$ cat src/rtl/instr_fetch_decode_pkg.sv
// Shared CPU definitions: major opcodes, R-type ext codes, ALU opcodes, flag
// indices, branch condition codes and fetch/decode FSM state encoding.
package instr_fetch_decode_pkg;

  localparam logic [3:0] OP_RTYPE = 4'h0;
  localparam logic [3:0] OP_ANDI  = 4'h1;
  localparam logic [3:0] OP_ORI   = 4'h2;
  localparam logic [3:0] OP_XORI  = 4'h3;
  localparam logic [3:0] OP_ADDI  = 4'h5;
  localparam logic [3:0] OP_ADDUI = 4'h6;
  localparam logic [3:0] OP_ADDCI = 4'h7;
  localparam logic [3:0] OP_SHIFT = 4'h8;
  localparam logic [3:0] OP_SUBI  = 4'h9;
  localparam logic [3:0] OP_CMPI  = 4'hB;
  localparam logic [3:0] OP_BCOND = 4'hC;
  localparam logic [3:0] OP_MOVI  = 4'hD;
  localparam logic [3:0] OP_HALT  = 4'hF;

  localparam logic [3:0] EXT_NOP = 4'h0;
  localparam logic [3:0] EXT_CMP = 4'hB;

  localparam logic [7:0] ALU_NOP = 8'h00;

  localparam int FLAG_C = 0;
  localparam int FLAG_Z = 1;
  localparam int FLAG_F = 2;
  localparam int FLAG_L = 3;
  localparam int FLAG_N = 4;

  localparam logic [3:0] COND_EQ = 4'h0;
  localparam logic [3:0] COND_NE = 4'h1;
  localparam logic [3:0] COND_CS = 4'h2;
  localparam logic [3:0] COND_CC = 4'h3;
  localparam logic [3:0] COND_FS = 4'h4;
  localparam logic [3:0] COND_FC = 4'h5;
  localparam logic [3:0] COND_LO = 4'hA;
  localparam logic [3:0] COND_HS = 4'hB;
  localparam logic [3:0] COND_LT = 4'hC;
  localparam logic [3:0] COND_GE = 4'hD;
  localparam logic [3:0] COND_UC = 4'hE;

  localparam logic [1:0] S_FETCH = 2'd0;
  localparam logic [1:0] S_WAIT  = 2'd1;
  localparam logic [1:0] S_EXEC  = 2'd2;
  localparam logic [1:0] S_HALT  = 2'd3;

  function automatic logic cond_met(input logic [3:0] cond, input logic [4:0] flags);
    case (cond)
      COND_EQ: cond_met = flags[FLAG_Z];
      COND_NE: cond_met = !flags[FLAG_Z];
      COND_CS: cond_met = flags[FLAG_C];
      COND_CC: cond_met = !flags[FLAG_C];
      COND_FS: cond_met = flags[FLAG_F];
      COND_FC: cond_met = !flags[FLAG_F];
      COND_LO: cond_met = flags[FLAG_L];
      COND_HS: cond_met = !flags[FLAG_L];
      COND_LT: cond_met = flags[FLAG_N];
      COND_GE: cond_met = !flags[FLAG_N];
      COND_UC: cond_met = 1'b1;
      default: cond_met = 1'b0;
    endcase
  endfunction

endpackage

$ cat src/rtl/instr_fetch_decode_if.sv
// Instruction memory bus, data_path flags and data_path control signals.
interface instr_fetch_decode_if #(
  parameter int BIT_WIDTH    = 16,
  parameter int OPCODE_WIDTH = 8,
  parameter int FLAG_WIDTH   = 5,
  parameter int SEL_WIDTH    = 4,
  parameter int ADDR_WIDTH   = 10
);
  logic [FLAG_WIDTH-1:0]   Flags;
  logic [BIT_WIDTH-1:0]    Mem_rdata;
  logic [ADDR_WIDTH-1:0]   Mem_addr;
  logic                    Mem_rd_en;
  logic [SEL_WIDTH-1:0]    Rsrc_mux_sel;
  logic [SEL_WIDTH-1:0]    Rdest_mux_sel;
  logic                    Imm_mux_sel;
  logic [BIT_WIDTH-1:0]    Imm_val;
  logic [OPCODE_WIDTH-1:0] Opcode;
  logic [BIT_WIDTH-1:0]    Reg_File_En;
  logic                    Halted;
  logic                    Illegal;

  modport master (
    input  Flags, Mem_rdata,
    output Mem_addr, Mem_rd_en, Rsrc_mux_sel, Rdest_mux_sel, Imm_mux_sel,
           Imm_val, Opcode, Reg_File_En, Halted, Illegal
  );

  modport slave (
    output Flags, Mem_rdata,
    input  Mem_addr, Mem_rd_en, Rsrc_mux_sel, Rdest_mux_sel, Imm_mux_sel,
           Imm_val, Opcode, Reg_File_En, Halted, Illegal
  );
endinterface

$ cat src/rtl/instr_fetch_decode_decode.sv
// Combinational instruction decoder: IR + flags -> data_path controls,
// branch decision, halt and illegal-opcode indications.
module instr_decode
  import instr_fetch_decode_pkg::*;
#(
  parameter int BIT_WIDTH    = 16,
  parameter int OPCODE_WIDTH = 8,
  parameter int FLAG_WIDTH   = 5,
  parameter int SEL_WIDTH    = 4
) (
  input  logic [BIT_WIDTH-1:0]    i_ir,
  input  logic [FLAG_WIDTH-1:0]   i_flags,
  output logic [SEL_WIDTH-1:0]    o_rsrc,
  output logic [SEL_WIDTH-1:0]    o_rdest,
  output logic                    o_imm_sel,
  output logic [BIT_WIDTH-1:0]    o_imm_val,
  output logic [OPCODE_WIDTH-1:0] o_opcode,
  output logic [BIT_WIDTH-1:0]    o_reg_en,
  output logic                    o_taken,
  output logic                    o_halt,
  output logic                    o_illegal
);
  logic [3:0]        w_op;
  logic [3:0]        w_dst;
  logic [3:0]        w_ext;
  logic [3:0]        w_src;
  logic signed [7:0] w_imm8;
  logic              w_write;

  assign w_op   = i_ir[15:12];
  assign w_dst  = i_ir[11:8];
  assign w_ext  = i_ir[7:4];
  assign w_src  = i_ir[3:0];
  assign w_imm8 = i_ir[7:0];

  always_comb begin
    o_rsrc    = '0;
    o_rdest   = '0;
    o_imm_sel = 1'b0;
    o_imm_val = '0;
    o_opcode  = '0;
    o_reg_en  = '0;
    o_taken   = 1'b0;
    o_halt    = 1'b0;
    o_illegal = 1'b0;
    w_write   = 1'b0;
    case (w_op)
      OP_RTYPE: begin
        o_rsrc   = SEL_WIDTH'(w_src);
        o_rdest  = SEL_WIDTH'(w_dst);
        o_opcode = OPCODE_WIDTH'({4'h0, w_ext});
        w_write  = (w_ext != EXT_NOP) && (w_ext != EXT_CMP);
      end
      OP_ADDI, OP_ADDCI, OP_SUBI, OP_CMPI: begin
        o_rsrc    = SEL_WIDTH'(w_dst);
        o_rdest   = SEL_WIDTH'(w_dst);
        o_imm_sel = 1'b1;
        o_imm_val = BIT_WIDTH'(w_imm8);
        o_opcode  = OPCODE_WIDTH'({w_op, 4'h0});
        w_write   = (w_op != OP_CMPI);
      end
      OP_ANDI, OP_ORI, OP_XORI, OP_ADDUI, OP_MOVI: begin
        o_rsrc    = SEL_WIDTH'(w_dst);
        o_rdest   = SEL_WIDTH'(w_dst);
        o_imm_sel = 1'b1;
        o_imm_val = BIT_WIDTH'(i_ir[7:0]);
        o_opcode  = OPCODE_WIDTH'({w_op, 4'h0});
        w_write   = 1'b1;
      end
      // Shift amount travels on Imm_val while the ALU still reads the register path
      OP_SHIFT: begin
        o_rsrc    = SEL_WIDTH'(w_dst);
        o_rdest   = SEL_WIDTH'(w_dst);
        o_imm_val = BIT_WIDTH'(w_src);
        o_opcode  = OPCODE_WIDTH'({OP_SHIFT, w_ext});
        w_write   = 1'b1;
      end
      OP_BCOND: o_taken = cond_met(w_dst, 5'(i_flags));
      OP_HALT:  o_halt  = 1'b1;
      default:  o_illegal = 1'b1;
    endcase
    if (w_write) o_reg_en = BIT_WIDTH'(1) << w_dst;
  end

endmodule

$ cat src/rtl/instr_fetch_decode.sv
// Three-cycle fetch/wait/execute controller driving data_path from a
// synchronous instruction memory; owns the PC, IR and FSM.
module instr_fetch_decode
  import instr_fetch_decode_pkg::*;
#(
  parameter int BIT_WIDTH    = 16,
  parameter int OPCODE_WIDTH = 8,
  parameter int FLAG_WIDTH   = 5,
  parameter int SEL_WIDTH    = 4,
  parameter int ADDR_WIDTH   = 10,
  parameter int RESET_PC     = 0
) (
  input  logic                 clk,
  input  logic                 reset,
  instr_fetch_decode_if.master bus
);
  logic [1:0]             r_state;
  logic [ADDR_WIDTH-1:0]  r_pc;
  logic [BIT_WIDTH-1:0]   r_ir;

  logic [SEL_WIDTH-1:0]    w_rsrc, w_rdest;
  logic                    w_imm_sel, w_taken, w_halt, w_illegal, w_exec;
  logic [BIT_WIDTH-1:0]    w_imm_val, w_reg_en;
  logic [OPCODE_WIDTH-1:0] w_opcode;
  logic signed [7:0]       w_disp;
  logic [ADDR_WIDTH-1:0]   w_pc_next;

  instr_decode #(
    .BIT_WIDTH(BIT_WIDTH), .OPCODE_WIDTH(OPCODE_WIDTH),
    .FLAG_WIDTH(FLAG_WIDTH), .SEL_WIDTH(SEL_WIDTH)
  ) u_decode (
    .i_ir(r_ir), .i_flags(bus.Flags),
    .o_rsrc(w_rsrc), .o_rdest(w_rdest), .o_imm_sel(w_imm_sel),
    .o_imm_val(w_imm_val), .o_opcode(w_opcode), .o_reg_en(w_reg_en),
    .o_taken(w_taken), .o_halt(w_halt), .o_illegal(w_illegal)
  );

  // Branch displacement is relative to the branch's own address; wrap is silent
  assign w_disp    = r_ir[7:0];
  assign w_pc_next = w_taken ? r_pc + ADDR_WIDTH'(w_disp) : r_pc + ADDR_WIDTH'(1);
  assign w_exec    = (r_state == S_EXEC);

  always_ff @(posedge clk) begin
    if (reset) begin
      r_state <= S_FETCH;
      r_pc    <= ADDR_WIDTH'(RESET_PC);
      r_ir    <= '0;
    end else begin
      case (r_state)
        S_FETCH: r_state <= S_WAIT;
        S_WAIT: begin
          r_ir    <= bus.Mem_rdata;
          r_state <= S_EXEC;
        end
        S_EXEC: begin
          if (w_halt) begin
            r_state <= S_HALT;
          end else begin
            r_pc    <= w_pc_next;
            r_state <= S_FETCH;
          end
        end
        default: r_state <= S_HALT;
      endcase
    end
  end

  assign bus.Mem_addr      = r_pc;
  assign bus.Mem_rd_en     = (r_state == S_FETCH);
  assign bus.Rsrc_mux_sel  = w_exec ? w_rsrc    : '0;
  assign bus.Rdest_mux_sel = w_exec ? w_rdest   : '0;
  assign bus.Imm_mux_sel   = w_exec & w_imm_sel;
  assign bus.Imm_val       = w_exec ? w_imm_val : '0;
  assign bus.Opcode        = w_exec ? w_opcode  : OPCODE_WIDTH'(ALU_NOP);
  assign bus.Reg_File_En   = w_exec ? w_reg_en  : '0;
  assign bus.Halted        = (r_state == S_HALT);
  assign bus.Illegal       = w_exec & w_illegal;

endmodule

$ cat src/flat_wrapper.sv
// flat-port wrapper written by rule: the top's interface ports become plain ports
module instr_fetch_decode_flat import instr_fetch_decode_pkg::*;
#(
  parameter int BIT_WIDTH    = 16,
  parameter int OPCODE_WIDTH = 8,
  parameter int FLAG_WIDTH   = 5,
  parameter int SEL_WIDTH    = 4,
  parameter int ADDR_WIDTH   = 10,
  parameter int RESET_PC     = 0
)
  (clk, reset, bus_Flags, bus_Mem_rdata, bus_Mem_addr, bus_Mem_rd_en, bus_Rsrc_mux_sel, bus_Rdest_mux_sel, bus_Imm_mux_sel, bus_Imm_val, bus_Opcode, bus_Reg_File_En, bus_Halted, bus_Illegal);
  instr_fetch_decode_if #(.BIT_WIDTH(BIT_WIDTH), .OPCODE_WIDTH(OPCODE_WIDTH), .FLAG_WIDTH(FLAG_WIDTH), .SEL_WIDTH(SEL_WIDTH), .ADDR_WIDTH(ADDR_WIDTH)) bus_i ();
  input  logic clk;
  input  logic reset;
  input wire logic [$bits(bus_i.Flags)-1:0] bus_Flags;
  input wire logic [$bits(bus_i.Mem_rdata)-1:0] bus_Mem_rdata;
  output wire logic [$bits(bus_i.Mem_addr)-1:0] bus_Mem_addr;
  output wire logic [$bits(bus_i.Mem_rd_en)-1:0] bus_Mem_rd_en;
  output wire logic [$bits(bus_i.Rsrc_mux_sel)-1:0] bus_Rsrc_mux_sel;
  output wire logic [$bits(bus_i.Rdest_mux_sel)-1:0] bus_Rdest_mux_sel;
  output wire logic [$bits(bus_i.Imm_mux_sel)-1:0] bus_Imm_mux_sel;
  output wire logic [$bits(bus_i.Imm_val)-1:0] bus_Imm_val;
  output wire logic [$bits(bus_i.Opcode)-1:0] bus_Opcode;
  output wire logic [$bits(bus_i.Reg_File_En)-1:0] bus_Reg_File_En;
  output wire logic [$bits(bus_i.Halted)-1:0] bus_Halted;
  output wire logic [$bits(bus_i.Illegal)-1:0] bus_Illegal;
  assign bus_i.Flags = bus_Flags;
  assign bus_i.Mem_rdata = bus_Mem_rdata;
  assign bus_Mem_addr = bus_i.Mem_addr;
  assign bus_Mem_rd_en = bus_i.Mem_rd_en;
  assign bus_Rsrc_mux_sel = bus_i.Rsrc_mux_sel;
  assign bus_Rdest_mux_sel = bus_i.Rdest_mux_sel;
  assign bus_Imm_mux_sel = bus_i.Imm_mux_sel;
  assign bus_Imm_val = bus_i.Imm_val;
  assign bus_Opcode = bus_i.Opcode;
  assign bus_Reg_File_En = bus_i.Reg_File_En;
  assign bus_Halted = bus_i.Halted;
  assign bus_Illegal = bus_i.Illegal;
  instr_fetch_decode #(.BIT_WIDTH(BIT_WIDTH), .OPCODE_WIDTH(OPCODE_WIDTH), .FLAG_WIDTH(FLAG_WIDTH), .SEL_WIDTH(SEL_WIDTH), .ADDR_WIDTH(ADDR_WIDTH), .RESET_PC(RESET_PC)) u_core (.clk(clk), .reset(reset), .bus(bus_i));
endmodule
$ cat config.mk
export PLATFORM = sky130hd
export DESIGN_NAME = instr_fetch_decode_flat
export DESIGN_NICKNAME = d
export VERILOG_FILES = /design/src/rtl/instr_fetch_decode_pkg.sv /design/src/rtl/instr_fetch_decode_if.sv /design/src/rtl/instr_fetch_decode_decode.sv /design/src/rtl/instr_fetch_decode.sv /design/src/flat_wrapper.sv
export SDC_FILE = /design/constraint.sdc
export NUM_CORES = 1
export LEC_CHECK = 0
export ABC_AREA = 1
export BUFFER_PORTS_ARGS = -buffer_cell sky130_fd_sc_hd__buf_4
export CAP_MARGIN = 20
export CORE_UTILIZATION = 40
export DETAILED_ROUTE_END_ITERATION = 8
export GPL_TIMING_DRIVEN = 0
export MAX_ROUTING_LAYER = met4
export PLACE_DENSITY = 0.76
export SLEW_MARGIN = 5
export SYNTH_ARGS = -nofsm -noshare
export SYNTH_HDL_FRONTEND = slang
export SYNTH_SLANG_ARGS = --single-unit
$ cat constraint.sdc
create_clock -name clk -period 6.9 [get_ports clk]
set_clock_uncertainty 0.2 [all_clocks]
set_input_delay 2.07 -clock clk [delete_from_list [all_inputs] [get_ports clk]]
set_output_delay 2.07 -clock clk [all_outputs]
set_load 0.1 [all_outputs]
After elaboration in Yosys (flattened, before gate mapping). Cells that the tools add are included. Widths: inputs -> output; s select.

Add/subtract/negate cells: 2. Equal/unequal tests: 27. Shift-type cells: 1. Mux-type cells: 19. Bitwise gates (word level): 3. Reductions and logical operators: 18.

Operators by type and width (number): $mux 16 (3); $pmux 16 s3 (1); $eq 4x4->1 const B (11); $pmux 8 s3 (1); $eq 4x3->1 const B (5); $eq 4x2->1 const B (4); $shl 1x4->16 const A (1); $reduce_or 13->1 (1); $mux 4 (3); $pmux 1 s11 (1); $reduce_or 11->1 (1); $add 10x1->10 const B (1); $add 10x10->10 (1); $mux 10 (1); $reduce_or 10->1 (1); $reduce_or 9->1 (1); $eq 4x1->1 const B (2); $logic_not 4->1 (2); $mux 8 (1); $ne 4x4->1 const B (2); $pmux 4 s2 (1); $pmux 2 s3 (1); $reduce_or 6->1 (1); $logic_not 1->1 (5); other kinds (13) (18).

Register bits after elaboration: 28. Input bits: 23. Output and inout bits: 62.

Logic depth before layout (Yosys ltp).
Depth after elaboration: 5. Gate-level depth with buffers: 22.

Modules after synthesis. A second synthesis with hierarchy kept.

Cells, all modules: 464. Area, all modules: 2570.0 sq um.

By module, submodules not included: instr_fetch_decode (instances 1, cells each 325, area an instance 1905.6 sq um); instr_decode (instances 1, cells each 139, area an instance 664.4 sq um).

Worst setup path after synthesis. OpenSTA, ideal clock, no wires.

Path kind: register -> output. From: reg u_core.r_ir[15]. To: out bus_Reg_File_En[2]. Arrival time: 3.881 ns. Slack: 0.749 ns. Cell stages (with the launch flop): 9. Path buffers: 1. Cell sequence: dfxtp_1 -> inv_1 -> nand2_1 -> nor2_4 -> o31ai_1 -> nand2_1 -> nand3_2 -> buf_6 -> nor4_1.

Longest elaborated chain between the ends: 5. Elaborated cells on any way between the ends: 17. Those cells by class: eq/ne: 11; mux: 3; reduce/logical: 3.

RTL lines: from (decl) (line instr_fetch_decode.sv:19) `logic [BIT_WIDTH-1:0] r_ir;`; from (signal assigned) (line instr_fetch_decode.sv:52) `r_ir <= bus.Mem_rdata;`; $eq 4x4->1, or another cell as far along (line instr_fetch_decode_decode.sv:47) `case (w_op)`; $reduce_or 6->1 (no source line) or $reduce_or 4->1 (tied branches); $pmux 1 s3 * (line instr_fetch_decode_decode.sv:47); $mux 16 * (line instr_fetch_decode_decode.sv:82) `if (w_write) o_reg_en = BIT_WIDTH'(1) << w_dst;`; $mux 16 * (line instr_fetch_decode.sv:75) `assign bus.Reg_File_En = w_exec ? w_reg_en : '0;`; to (decl) (line flat_wrapper.sv:24) `output wire logic [$bits(bus_i.Reg_File_En)-1:0] bus_Reg_File_En;`.

Mark *: on every way between the ends. The rest lies on a longest branch, timed or not.

Final worst setup path.
From: reg u_core.r_state[1]. To: out bus_Illegal.

Longest elaborated chain between the ends: 2.

RTL lines: from (decl) (line instr_fetch_decode.sv:17) `logic [1:0] r_state;`; from (signal assigned) (line instr_fetch_decode.sv:45) `r_state <= S_FETCH;`; from (signal assigned) (line instr_fetch_decode.sv:50) `S_FETCH: r_state <= S_WAIT;`; from (signal assigned) (line instr_fetch_decode.sv:53) `r_state <= S_EXEC;`; $eq 2x2->1 (line instr_fetch_decode.sv:41) `assign w_exec = (r_state == S_EXEC);`; $and 1x1->1 (line instr_fetch_decode.sv:77) `assign bus.Illegal = w_exec & w_illegal;`; to (decl) (line flat_wrapper.sv:26) `output wire logic [$bits(bus_i.Illegal)-1:0] bus_Illegal;`.

Every way passes these cells.

==> impl_metrics.json <==
{
  "status": "finished, final reports clean",
  "fillers": 473,
  "crit_type": "reg2out",
  "place_hpwl_um": 5160,
  "synth_compound_area_share_pct": 16.16,
  "h-tree-depth": 1,
  "portBuffers": 83,
  "synth_area_um2": 2113,
  "fin_setup_tns_ps": 0,
  "crit_top_cell": "inv_1",
  "synth.top_cell.area_share_pct": 26.52,
  "clockBufferDepth": 2,
  "max_cap_violations": 0,
  "min_period_ps": 4494,
  "synth_top_family_by_area": "simple AND/OR/NAND/NOR gates",
  "met2_usage_pct": 41.54,
  "clock.fmax_mhz": 222.5,
  "vias": 2448,
  "synth_cell_types": 34,
  "synth-seq-area-share_pct": 26.52,
  "p_per_area_nw_per_um2": 169.7,
  "synth.mux.area_fraction_pct": 0,
  "path_cells": "inv_1 -> nor2_4 -> inv_1 -> nor2_4 -> inv_1 -> nor4_1 -> buf_4",
  "critical_path.max_stage_delay_ps": 370,
  "worst_slack_ps": 2406,
  "drive_above_1_share_pct": 26.08,
  "antenna_cells": 0,
  "grt.overflow.total": 0,
  "wirelength_um": 6298,
  "hold_viol_final": 0,
  "rsz0062_at_grt": "no",
  "cpMaxStageDelayCell": "dfxtp_1",
  "max-vdd-ir-drop_mv": 0.1104,
  "drt-pass1-iter-count": 4,
  "clk_pin_slew_ps": 90,
  "synth.largest_area_cell": "dfxtp_1",
  "synthSimpleGateAreaFrac_pct": 33.45,
  "fin_nets": 452,
  "path_buf_inv": 4,
  "drc_errors": 0,
  "cp-start-kind": "flip-flop",
  "worst_ep_required_time_ps": 4630,
  "final_cells": 488,
  "clk_latency_ps": 280,
  "clkSinkCount": 28,
  "grt_pass1_wl_um": 9942,
  "via_per_inst": 5.016,
  "numCtsBuffers": 3,
  "multi_input_area_um2": 1234,
  "grt_max_degree": 16,
  "post-place-ws_ps": 2405,
  "fin_crit_sh_pct": 65.14,
  "ys_seq_elements": 28,
  "post_cts_buffers": 0,
  "dieWidth_um": 74.69,
  "slew_violations": 0,
  "synth-main-ff-cell": "dfxtp_1",
  "start_util_pct": 41.38,
  "busiest_layer": "met2",
  "crit_path_max_fanout": 8,
  "maxSlewHeadroom_pct": 67.87,
  "synth_edf_count": 0,
  "ys_warn_count": 0,
  "gp_congestion": 0.9065,
  "antenna_left": 0,
  "placed_cell_area_um2": 2824,
  "ys_top_cells_by_area": "dfxtp_1 27%, inv_1 9.4%, nor2_1 9.4%, nand2_1 6.9%, o21ai_0 5.9%",
  "top_level_ports": 85,
  "cts_hold_buf": 0,
  "grt_pass1_vias": 2192,
  "cts_tree": "yes",
  "postSynthCellCount": 331,
  "crit_family": "buffers and inverters",
  "area_growth_pct": 36.23,
  "dp_cells": 484,
  "tightest_slew_ps": 482.0,
  "synth_top_cells_by_count": "53 x inv_1, 53 x nor2_1, 39 x nand2_1",
  "setup_viol": 0,
  "synth_nets": 364,
  "cts_root_buf": "clkbuf_8",
  "final_area_um2": 2879,
  "crit_arrival_ps": 2220,
  "synth_xor_xnor_area_share_pct": 2.487,
  "use_met3_pct": 2.811,
  "avgSynthCellArea_um2": 6.385,
  "row_count": 26,
  "grt_antenna_before_repair": 0,
  "grt_usage_pct": 23.76,
  "critPathCaptureType": "output pin",
  "die_y_um": 74.69,
  "async_reset_ff_share_pct": 0,
  "leakage_nw": 1.504,
  "wl_per_cell_um": 12.91,
  "fp.coreArea_um2": 5107,
  "hp-class": "reg2reg",
  "drt_first_iter_violations": 112,
  "synth-adder-area-share_pct": 6.276,
  "register_area_um2": 560.5,
  "cts_resized": 0,
  "die-area_um2": 5578,
  "met1_usage_pct": 29.04
}
report_power, final:
part	switching [mW]	internal (mW)
clock	0.0539	0.0512
sequential	0.0136	0.176
combinational	0.144	0.0497
total	0.212	0.277
cell families (layout without fill, tap and decap cells):
family / after synthesis / in the layout
AND/OR/NAND/NOR: 153 / 153
buffers and inverters: 73 / 160
AO/OA/AOI/OAI: 61 / 61
flip-flops: 28 / 28
adder cells (fa/ha/maj): 10 / 10
XOR/XNOR: 6 / 6
final timing paths:
path,depth (start not counted),from,slack (ps),end
setup / recovery,7,u_core.r_state[1],2410,bus_Illegal
hold / removal,2,u_core.r_ir[3],320,u_core.r_ir[3]
setup reg to reg,17,u_core.r_ir[11],3910,u_core.bus.Mem_addr[5]
hold reg to reg,2,u_core.r_ir[3],320,u_core.r_ir[3]
layer usage:
layer	vias up	wire length [µm]
met5	-	0
met3	7	503
li1	1249	-
met4	0	71
met2	98	3052
met1	1094	2670
state kept, by name, summed over array words and instances, names as in the netlist:
register and flops:
u_core.r_state 2, u_core.bus.Mem_addr 10, u_core.r_ir 16
worst reg2reg max path: stages (launching register included):
cell and delay [ps]:
dfxtp_1 320, buf_6 130, nand2_1 130, inv_2 60, nand2_1 80, nand2_1 60, nor2_1 140, nand3_2 150
nand2_1 210, nor2_1 80, ha_1 350, nand2_1 90, nand2_1 60, a31oi_1 230, o21ai_0 190, xor2_1 180
o21ai_0 180, inv_1 60
layout make-up:
cell class	count	share of cell area, %
Inverter	55	7.171
Sequential cell	28	19.47
Buffer	18	3.911
Tap cell	70	3.042
Multi-Input combinational cell	230	42.85
Timing Repair Buffer	83	21.64
Clock buffer	4	1.912
through the flow:
step | total power, mW | hold slack (ps) | util (%)
6_report | 0.4887 | 315.4 | 56.37
5_1_grt | 0.5154 | 347.0 | 56.37
4_1_cts | 0.4865 | 314.8 | 56.37
3_5_place_dp | 0.3852 | 302.3 | 55.29
3_3_place_gp | 0.3822 | 299.5 | 55.29
2_1_floorplan | 0.3374 | 265.4 | -
layout by cell type (no fill, tap or decap), drive strengths merged:
cell type | Yosys | layout
nor3 | 20 | 20
nand3 | 21 | 21
o21ai | 26 | 26
xnor2 | 3 | 3
a21oi | 24 | 24
dfxtp | 28 | 28
nor2 | 58 | 58
xor2 | 3 | 3
ha | 9 | 9
o21a | 1 | 1
buf | 11 | 94
fa | 1 | 1
nor4 | 9 | 9
o211ai | 1 | 1
a32o | 3 | 3
nand3b | 1 | 1
clkbuf | 7 | 11
a22oi | 1 | 1
nand4 | 4 | 4
o31ai | 1 | 1
o22ai | 1 | 1
a21o | 2 | 2
a31oi | 1 | 1
nand2 | 40 | 40
inv | 55 | 55
Note: power is estimated with default switching activity, not from simulation.
